## config.mk

```make
export PLATFORM = sky130hd
export DESIGN_NAME = pc_nzp_unit
export DESIGN_NICKNAME = d
export VERILOG_FILES = /design/src/rtl/pc_nzp_unit.sv
export SDC_FILE = /design/constraint.sdc
export NUM_CORES = 1
export LEC_CHECK = 0
export BUFFER_PORTS_ARGS = -buffer_cell sky130_fd_sc_hd__buf_2
export CORE_ASPECT_RATIO = 1.2
export CORE_UTILIZATION = 51
export CTS_BUF_LIST = sky130_fd_sc_hd__clkbuf_8
export DETAILED_ROUTE_END_ITERATION = 8
export PLACE_DENSITY = 0.92
export SETUP_SLACK_MARGIN = 0.3
export SYNTH_ARGS = -nofsm -noshare
export SYNTH_HDL_FRONTEND = slang
export SYNTH_SLANG_ARGS = --single-unit
```

## constraint.sdc

```tcl
create_clock -name clock -period 2.78 [get_ports clock]
set_clock_uncertainty 0.15 [all_clocks]
set_input_delay 0.139 -clock clock [delete_from_list [all_inputs] [get_ports clock]]
set_output_delay 0.139 -clock clock [all_outputs]
set_load 0.01 [all_outputs]
```

## src/rtl/pc_nzp_unit.sv

```systemverilog
// Per-thread PC / NZP condition-code unit: resolves BRnzp in EXECUTE, commits PC and flags in UPDATE.
// Define PC_CALL_STACK_EN to build the CALL/RET return-address stack.
module pc_nzp_unit #(
    parameter int PC_WIDTH    = 8,
    parameter int STACK_DEPTH = 4
) (
    input  logic                clock,
    input  logic                reset,
    input  logic                enable,
    input  logic [2:0]          core_state,
    input  logic [2:0]          alu_nzp,
    input  logic [2:0]          decoded_nzp,
    input  logic [PC_WIDTH-1:0] decoded_immediate,
    input  logic                decoded_nzp_write_enable,
    input  logic                decoded_pc_mux,
    input  logic                decoded_call,
    input  logic                decoded_ret,
    output logic [PC_WIDTH-1:0] current_pc,
    output logic [PC_WIDTH-1:0] next_pc,
    output logic [2:0]          nzp,
    output logic                stack_error
);

    typedef enum logic [2:0] {
        S_IDLE    = 3'b000,
        S_FETCH   = 3'b001,
        S_DECODE  = 3'b010,
        S_REQUEST = 3'b011,
        S_WAIT    = 3'b100,
        S_EXECUTE = 3'b101,
        S_UPDATE  = 3'b110,
        S_DONE    = 3'b111
    } core_state_t;

    core_state_t         w_state;
    logic [PC_WIDTH-1:0] r_current_pc;
    logic [PC_WIDTH-1:0] r_next_pc;
    logic [2:0]          r_nzp;
    logic [PC_WIDTH-1:0] w_pc_inc;
    logic                w_taken;
    logic [PC_WIDTH-1:0] w_target;

    assign w_state  = core_state_t'(core_state);
    assign w_pc_inc = r_current_pc + PC_WIDTH'(1);
    assign w_taken  = decoded_pc_mux && (|(r_nzp & decoded_nzp));

    assign current_pc = r_current_pc;
    assign next_pc    = r_next_pc;
    assign nzp        = r_nzp;

`ifdef PC_CALL_STACK_EN
    localparam int SP_W  = $clog2(STACK_DEPTH + 1);
    localparam int IDX_W = $clog2(STACK_DEPTH);

    logic [PC_WIDTH-1:0] r_stack [STACK_DEPTH];
    logic [SP_W-1:0]     r_sp;
    logic                r_executed;
    logic                r_stack_error;
    logic                w_push;
    logic                w_pop;
    logic                w_err;
    logic                w_full;
    logic [IDX_W-1:0]    w_top_idx;
    logic [IDX_W-1:0]    w_push_idx;

    assign w_full      = (r_sp == SP_W'(STACK_DEPTH));
    assign w_top_idx   = IDX_W'(r_sp - SP_W'(1));
    assign w_push_idx  = IDX_W'(r_sp);
    assign stack_error = r_stack_error;

    always_comb begin
        w_push   = 1'b0;
        w_pop    = 1'b0;
        w_err    = 1'b0;
        w_target = w_taken ? decoded_immediate : w_pc_inc;
        if (decoded_call && decoded_ret) begin
            w_err    = 1'b1;
            w_target = w_pc_inc;
        end else if (decoded_ret) begin
            if (r_sp != '0) begin
                w_pop    = 1'b1;
                w_target = r_stack[w_top_idx];
            end else begin
                w_err    = 1'b1;
                w_target = w_pc_inc;
            end
        end else if (decoded_call) begin
            w_target = decoded_immediate;
            if (w_full) w_err  = 1'b1;
            else        w_push = 1'b1;
        end
        // Held EXECUTE: stack already moved on the first cycle, so a pop result is kept, not re-read.
        if (r_executed) begin
            w_push = 1'b0;
            w_pop  = 1'b0;
            w_err  = 1'b0;
            if (decoded_ret && !decoded_call) w_target = r_next_pc;
        end
    end

    always_ff @(posedge clock) begin
        if (reset) begin
            r_sp          <= '0;
            r_executed    <= 1'b0;
            r_stack_error <= 1'b0;
        end else if (enable) begin
            if (w_state == S_EXECUTE) begin
                r_executed <= 1'b1;
                if (w_push) begin
                    r_stack[w_push_idx] <= w_pc_inc;
                    r_sp                <= r_sp + SP_W'(1);
                end
                if (w_pop) r_sp <= r_sp - SP_W'(1);
                if (w_err) r_stack_error <= 1'b1;
            end else if (w_state == S_UPDATE) begin
                r_executed <= 1'b0;
            end
        end
    end
`else
    logic w_unused_ok;

    assign w_target    = w_taken ? decoded_immediate : w_pc_inc;
    assign stack_error = 1'b0;
    assign w_unused_ok = &{1'b0, decoded_call, decoded_ret, STACK_DEPTH[0]};
`endif

    always_ff @(posedge clock) begin
        if (reset) begin
            r_current_pc <= '0;
            r_next_pc    <= '0;
            r_nzp        <= '0;
        end else if (enable) begin
            case (w_state)
                S_EXECUTE: r_next_pc <= w_target;
                S_UPDATE: begin
                    r_current_pc <= r_next_pc;
                    if (decoded_nzp_write_enable) r_nzp <= alu_nzp;
                end
                default: ;
            endcase
        end
    end

endmodule

```

---- Word level (Yosys, flattened, before mapping) ----
Cells that the tools add are included.
operators by class
  equal/unequal tests ..................... 2
  add/subtract/negate cells ............... 1
  multiplexer cells ....................... 1
  bitwise logic cells ..................... 1
  reduce and logical (&&, ||, !) cells .... 5
operators with widths
  cell                                                            number
  8-bit by 1-bit adder with 8-bit output (second input constant)  1
  8-bit two-way mux                                               1
  3-bit equality test (second input constant)                     2
  2-bit AND reduction                                             2
  3-bit AND                                                       1
  3-bit AND reduction                                             1
  3-bit OR reduction                                              1
  1-bit logical AND                                               1
storage, ports and cells
  register bits after elaboration ......... 19
  input bits .............................. 24

---- Logic depth before layout (Yosys ltp) ----
Gate-level depths: netlist of the first run.
  depth after elaboration ................. 4
  mapped depth ............................ 5
  depth with buffers taken out ............ 5

---- Least setup slack after synthesis of the first run ----
Ideal clock, no wire load.
  path type ............................... register -> register
  start point ............................. register r_nzp[0], in the netlist nzp[0]
  end point ............................... register r_next_pc[5], in the netlist next_pc[5]
  slack ................................... 1.024 ns
  path buffers ............................ 1
  data arrival time ....................... 1.533 ns
  required time ........................... 2.557 ns
  cell stages (with the launch flop) ...... 6
  cells stage by stage .................... dfxtp_1 > a222oi_1 > nor2b_1 > buf_6 > or3_4 > o211ai_2
on the way
  word-level cells in the longest chain between the ends .. 4
ends and longest elaborated chain
  item                    line  RTL
  start, declared         38    logic [2:0] r_nzp;
  start signal, assigned  138   if (decoded_nzp_write_enable) r_nzp <= alu_nzp;
  3-bit AND               45    assign w_taken = decoded_pc_mux && (|(r_nzp & decoded_nzp));
  3-bit OR reduction      45
  1-bit logical AND       45
  8-bit two-way mux       123   assign w_target = w_taken ? decoded_immediate : w_pc_inc;
  end signal, assigned    135   S_EXECUTE: r_next_pc <= w_target;
  end, declared           37    logic [PC_WIDTH-1:0] r_next_pc;
No other way between the ends.
A chain may end at the register's enable or synchronous reset.

---- Final worst setup path of the first run ----
Same ends and word-level chain as after synthesis.

==> metrics.txt, run 1 <==
DRC errors left 0; Layout Nets 176; hold path depth 3; vias 971; Synthesized Nets 135; drt first pass iters 4; dpl cells 162; Cell Chain, Critical Path a222oi_1 > nor2b_1 > or3_4 > o211ai_2; All-Layer GR Usage 24.9%; Initial Utilization 55.4%; type of origin of the critical path flip-flop; r2r startpoint nzp[0]$_SDFFE_PP0P_; layout cells sized above 1 30.7%; status finished clean; clock buffer depth 2; Leakage Power 0.000506 uW; slowest stage cell, crit path a222oi_1; final instance area 1180 um^2; gr ovfl total 0; final non-filler cell total 168; average wire per standard cell 13.2 um; Post-Syn Area 932 um^2; Clk Latency, worst-skew pair 0.25 ns; setup ws final 0.714 ns; dpl hpwl 1650 um; CP bufs+invs 0; TritonCTS buffer count 3; slowest stage delay, CP 0.58 ns; Worst Setup End Kind flip-flop; CP Data Required Time 2.81 ns; power density over the cells 423 nW/um^2; total negative setup slack 0 ns; total clock sinks 19; die area 2000 um^2; max_cap viols 0; R2R Path End next_pc[5]$_SDFFE_PP0P_; register area share after synthesis 40.8%; Worst Hold Endpoint nzp[1]$_SDFFE_PP0P_; final core utilization 70.0%; GP Congestion 0.745; Tcrit/Tclk final 74.3%; pre-CTS WS 0.741 ns; Worst-Margin Slew 0.732 ns; io pins 44; Max H-tree Level 1; CTS tree built; Avg Cell Area, Syn 8.47 um^2; WP data arrival 2.09 ns; Worst Reg-to-Reg Cells 4; clk root buf clkbuf_8; Fill cells 144; Area growth, synth to finish 26.3%; Port Buffer Count 40; antenna cells 0; Synth Instances 110; Reg clk slew, reported paths 0.07 ns; die height 48.8 um; Iter 0 DRT Violations 35; VDD IR-drop max 0.000277 V; largest net degree at the start of global routing 22; Hold Path Origin alu_nzp[1]; Worst path top cell family by delay simple AND/OR/NAND/NOR gates; Post-CTS Setup Bufs 0; multi-input logic area 505 um^2; Fin. Hold Viols 0; worst min-delay path class in2reg; initial antenna violation count 0; Die X 41.0 um; most frequent cells in the layout buf_2, nand2_1, dfxtp_1; Crit Path Max Fanout 9; min cycle time layout 2.07 ns; DP Area 1110 um^2; commonest non-fill, non-tap cell in the layout buf_2; Yosys warnings 0; Final Max Slew Viols 0; register area 380 um^2; vias in the first global route 879; Worst R2R Setup Slack 0.71 ns; Slew HR 51.1%; Via-to-Cell Ratio 5.78; row cnt 16; CP Class reg2reg; Setup-failing EPs final 0; flops & latches, synth 19; first-pass GRT wire length 3530 um; Distinct cells, synth 30; Routed Antenna Nets 0; final WL 2210 um; RSZ-0062 raised after global routing no; Highest Clock Rate 0.484 GHz; Core Area 1680 um^2
## how the worst max path moves through the flow
stage                              startpoint                       to  cells past startpoint
after detailed placement  nzp[0]$_SDFFE_PP0P_  next_pc[5]$_SDFFE_PP0P_                      4
after CTS                 nzp[0]$_SDFFE_PP0P_  next_pc[5]$_SDFFE_PP0P_                      4
after floorplan           nzp[0]$_SDFFE_PP0P_  next_pc[5]$_SDFFE_PP0P_                      5
final                     nzp[0]$_SDFFE_PP0P_  next_pc[5]$_SDFFE_PP0P_                      4
after global placement    nzp[0]$_SDFFE_PP0P_  next_pc[5]$_SDFFE_PP0P_                      4
after global routing      nzp[0]$_SDFFE_PP0P_  next_pc[5]$_SDFFE_PP0P_                      4
## tightest hold or removal path: stages
cell     delay (ns)
buf_2          0.09
nand3_1        0.06
a21oi_1        0.06
## metrics by stage
step	total power, uW	hold WS [ns]
6_report	498	0.00826
5_1_grt	517	0.0290
4_1_cts	498	0.00190
3_5_place_dp	319	0.249
3_3_place_gp	318	0.245
2_1_floorplan	300	0.137
## layer usage
| metal | vias to the layer above | routed length [um] | global-route usage, % |
|---|---|---|---|
| li1 | 469 | - | - |
| met1 | 456 | 884 | 29.7 |
| met2 | 40 | 1140 | 40.9 |
| met3 | 6 | 162 | 5.94 |
| met4 | 0 | 27 | 8.33 |
| met5 | - | 0 | 0 |
## logic make-up (layout without fill, tap and decap cells)
kind of cell,count (synthesis),in the layout,synth area share [%]
XOR/XNOR,6,6,5.64
buffers and inverters,7,47,4.96
AND/OR/NAND/NOR,50,50,27.7
flip-flops,19,19,40.8
AO/OA/AOI/OAI,24,24,17.0
adder cells (fa/ha/maj),1,1,1.34
other,1,1,0.402
multiplexers,2,2,2.15
## cell usage after synthesis
master / count / area (um^2)
a211oi_1: 2 / 15.0
a21oi_1: 14 / 70.1
a222oi_1: 1 / 10.0
a22oi_1: 1 / 7.51
and3_1: 1 / 6.26
and4_1: 1 / 8.76
and4b_1: 2 / 20.0
buf_1: 1 / 3.75
buf_2: 1 / 5.00
buf_4: 1 / 7.51
buf_6: 2 / 22.5
clkbuf_1: 1 / 3.75
conb_1: 1 / 3.75
dfxtp_1: 19 / 380
ha_1: 1 / 12.5
inv_1: 1 / 3.75
mux2i_1: 2 / 20.0
nand2_1: 26 / 97.6
nand2b_1: 3 / 18.8
nand3_1: 7 / 35.0
nand4b_1: 4 / 35.0
nor2_1: 3 / 11.3
nor2b_1: 1 / 6.26
nor3b_1: 1 / 7.51
o211ai_2: 2 / 25.0
o21ai_1: 1 / 5.00
o221ai_1: 3 / 26.3
or3_4: 1 / 11.3
xnor2_1: 2 / 17.5
xor2_1: 4 / 35.0
## registers in the layout, summed over array words and instances, names as in the netlist
| register | flops |
|---|---|
| next_pc | 8 |
| nzp | 3 |
| current_pc | 8 |
## power breakdown
part           internal (uW)  switching, uW  total [uW]
Combinational           19.2           20.9        40.1
Clock                   97.9           84.8         183
Sequential               274           1.32         275
Total                    391            107         498
## what timing repair did
action / in CTS / in global routing
hold endpoints to repair: 2 / 0
gates resized for setup: 0 / 0
hold buffers: 2 / 0
endpoints found under the setup margin: 0 / 0
## layout make-up
| type | count | area share [%] |
|---|---|---|
| Multi-Input combinational cell | 84 | 42.9 |
| Sequential cell | 19 | 32.3 |
| Timing Repair Buffer | 42 | 18.7 |
| Clock buffer | 3 | 3.51 |
| Tap cell | 18 | 1.91 |
| Clock inverter | 1 | 0.319 |
| Inverter | 1 | 0.319 |
Power figures use the tool's default switching activity.
==> inputs of run 2 (changes only) <==
--- a/config.mk
+++ b/config.mk
@@ -5,12 +5,13 @@
 export SDC_FILE = /design/constraint.sdc
 export NUM_CORES = 1
 export LEC_CHECK = 0
+export ABC_AREA = 1
 export BUFFER_PORTS_ARGS = -buffer_cell sky130_fd_sc_hd__buf_2
 export CORE_ASPECT_RATIO = 1.2
-export CORE_UTILIZATION = 51
+export CORE_UTILIZATION = 44
 export CTS_BUF_LIST = sky130_fd_sc_hd__clkbuf_8
 export DETAILED_ROUTE_END_ITERATION = 8
-export PLACE_DENSITY = 0.92
+export PLACE_DENSITY = 0.83
 export SETUP_SLACK_MARGIN = 0.3
 export SYNTH_ARGS = -nofsm -noshare
 export SYNTH_HDL_FRONTEND = slang
==> constraint.sdc (replaced) <==
create_clock -name clock -period 1.65 [get_ports clock]
set_clock_uncertainty 0.15 [all_clocks]
set_input_delay 0.0825 -clock clock [delete_from_list [all_inputs] [get_ports clock]]
set_output_delay 0.0825 -clock clock [all_outputs]
set_load 0.01 [all_outputs]
==> metrics.txt, run 2 <==
final WL 2950 um; wire length on met2 1510 um; Layout Nets 226; Port Buffer Count 40; Routed Antenna Nets 0; RSZ-0062 raised after global routing yes; Post-Syn Area 1020 um^2; Synth area leaders dfxtp_1, nand2_1, nand3_1; VDD IR-drop max 0.000749 V; Critical Path Most Common Cell nand2_1; Yosys warnings 0; Synthesized Nets 176; ys async rst share 0%; drt first pass iters 6; Highest Clock Rate 0.770 GHz; WP data arrival 1.32 ns; Top Layer Used met4; min cycle time layout 1.30 ns; vias 1,155; Worst path top cell family by delay flip-flops; CP Class reg2reg; r2r startpoint current_pc[1]$_SDFFE_PP0P_; type of origin of the critical path flip-flop; CP bufs+invs 2; initial antenna violation count 0; All-Layer GR Usage 24.5%; Top FF cell, synth dfxtp_1; GP Congestion 0.810; Setup-failing EPs final 0; row cnt 18; Tcrit/Tclk final 78.7%; vias in the first global route 1,016; power density over the cells 659 nW/um^2; dpl hpwl 1910 um; Worst Setup End Kind flip-flop; clock buffer depth 2; number of synthesized flops with an enable pin 0; Die X 46.1 um; antenna cells 0; register area share after synthesis 37.1%; layout cells sized above 1 34.0%; flops & latches, synth 19; total negative setup slack 0 ns; DRC errors left 0; clk root buf clkbuf_8; length of routed met3 wiring 214 um; Synth top area share 37.1%; post-synth top area cell dfxtp_1; Hold Path Origin decoded_nzp_write_enable; first-pass GRT wire length 4210 um; Crit Path Max Fanout 5; Iter 0 DRT Violations 36; Area growth, synth to finish 39.3%; slowest stage cell, crit path dfxtp_4; Initial Utilization 48.4%; Via-to-Cell Ratio 5.02; TritonCTS buffer count 3; gr ovfl total 0; CTS tree built; most common cell in the netlist nand2_1; pre-CTS WS 0.234 ns; slowest stage delay, CP 0.37 ns; Final Max Slew Viols 0; die area 2530 um^2; Avg Cell Area, Syn 6.79 um^2; average wire per standard cell 12.8 um; Clk Latency, worst-skew pair 0.27 ns; Fin. Hold Viols 0; Setup crit start current_pc[1]$_SDFFE_PP0P_; total clock sinks 19; Post-synth top cells nand2_1, inv_1, dfxtp_1; Max H-tree Level 1; commonest non-fill, non-tap cell in the layout nand2_1; max_cap viols 0; status finished clean; CP Data Required Time 1.67 ns; Synth Instances 151; most frequent cells in the layout nand2_1, buf_2, inv_1; die height 54.9 um; met1 wire length 1140 um; worst min-delay path class in2reg; Reg clk slew, reported paths 0.07 ns; largest net degree at the start of global routing 20; Distinct cells, synth 22; Cell Chain, Critical Path ha_4 > buf_4 > xor2_1 > nand2_1 > nand3_1 > nand2_1 > inv_1; Leakage Power 0.000719 uW; io pins 44; Fill cells 192; Core Area 2120 um^2; setup ws final 0.352 ns
-- run 2: cell count changes in the layout (fill, tap and decap cells not counted), sizes merged, moves of 6 or more --
cell	change
nor2	+13
nand3	+10
a211oi	+6
inv	+20
nand2	+20
-- run 2: report_power, final --
part / switching, uW / internal, uW / total, uW / leakage, uW
sequential: 12.7 / 467 / 480 / 0.000157
combinational: 69.4 / 57.6 / 127 / 0.000536
clock: 166 / 169 / 335 / 0.0000255
-- run 2: logic make-up after synthesis --
kind of cell / Yosys count / share of synthesized area [%]
fa+ha+maj: 1 / 1.22
flops: 19 / 37.1
simple gates: 82 / 35.0
buf+inv: 28 / 11.2
compound gates: 19 / 14.2
xor+xnor: 1 / 0.855
other cells: 1 / 0.366
-- run 2: worst paths after layout --
| check | endpoint | cells after the start | slack, ns |
|---|---|---|---|
| max | next_pc[2]$_SDFFE_PP0P_ | 7 | 0.35 |
| min | nzp[0]$_SDFFE_PP0P_ | 4 | 0.01 |
| max reg2reg | next_pc[2]$_SDFFE_PP0P_ | 7 | 0.35 |
| min reg2reg | current_pc[1]$_SDFFE_PP0P_ | 2 | 0.33 |
-- run 2: cell type report --
class                      count  area [um^2]  share of cell area (%)
timing repair buffer          49          285                    20.0
clock buffer                   3         41.3                    2.89
tap                           30         37.5                    2.63
multi-input combinational    105          578                    40.5
clock inverter                 1         5.00                   0.351
sequential                    19          394                    27.6
inverter                      23         86.3                    6.05
-- run 2: per-layer routing --
| metal | vias up | GRT usage, % |
|---|---|---|
| met2 | 58 | 45.1 |
| met3 | 9 | 6.27 |
| met1 | 511 | 24.9 |
| li1 | 577 | - |
| met4 | 0 | 12.7 |
| met5 | - | 0 |
-- run 2: worst reg2reg max path, delay by kind of cell (launching register included) --
| kind | cells | cell delay, ns |
|---|---|---|
| xor+xnor | 1 | 0.13 |
| flops | 1 | 0.37 |
| buf+inv | 2 | 0.16 |
| fa+ha+maj | 1 | 0.17 |
| simple gates | 3 | 0.22 |
-- run 2: what timing repair did --
action	in CTS	in global routing
pin swaps	0	4
gates cloned	0	1
endpoints found under the setup margin	8	7
hold endpoints to repair	7	0
gates resized for setup	6	11
hold buffers	7	0
buffers inserted	0	1
-- run 2: per-stage QoR --
stage	cell area, um^2	instances	util, %	hold slack (ns)	total power [uW]
2_1_floorplan	1030	151	-	0.0754	551
4_1_cts	1380	228	65.4	0.0145	934
3_5_place_dp	1240	217	58.7	0.191	598
3_3_place_gp	1240	217	58.7	0.181	593
5_1_grt	1430	230	67.4	0.0514	976
6_report	1430	230	67.4	0.0138	941
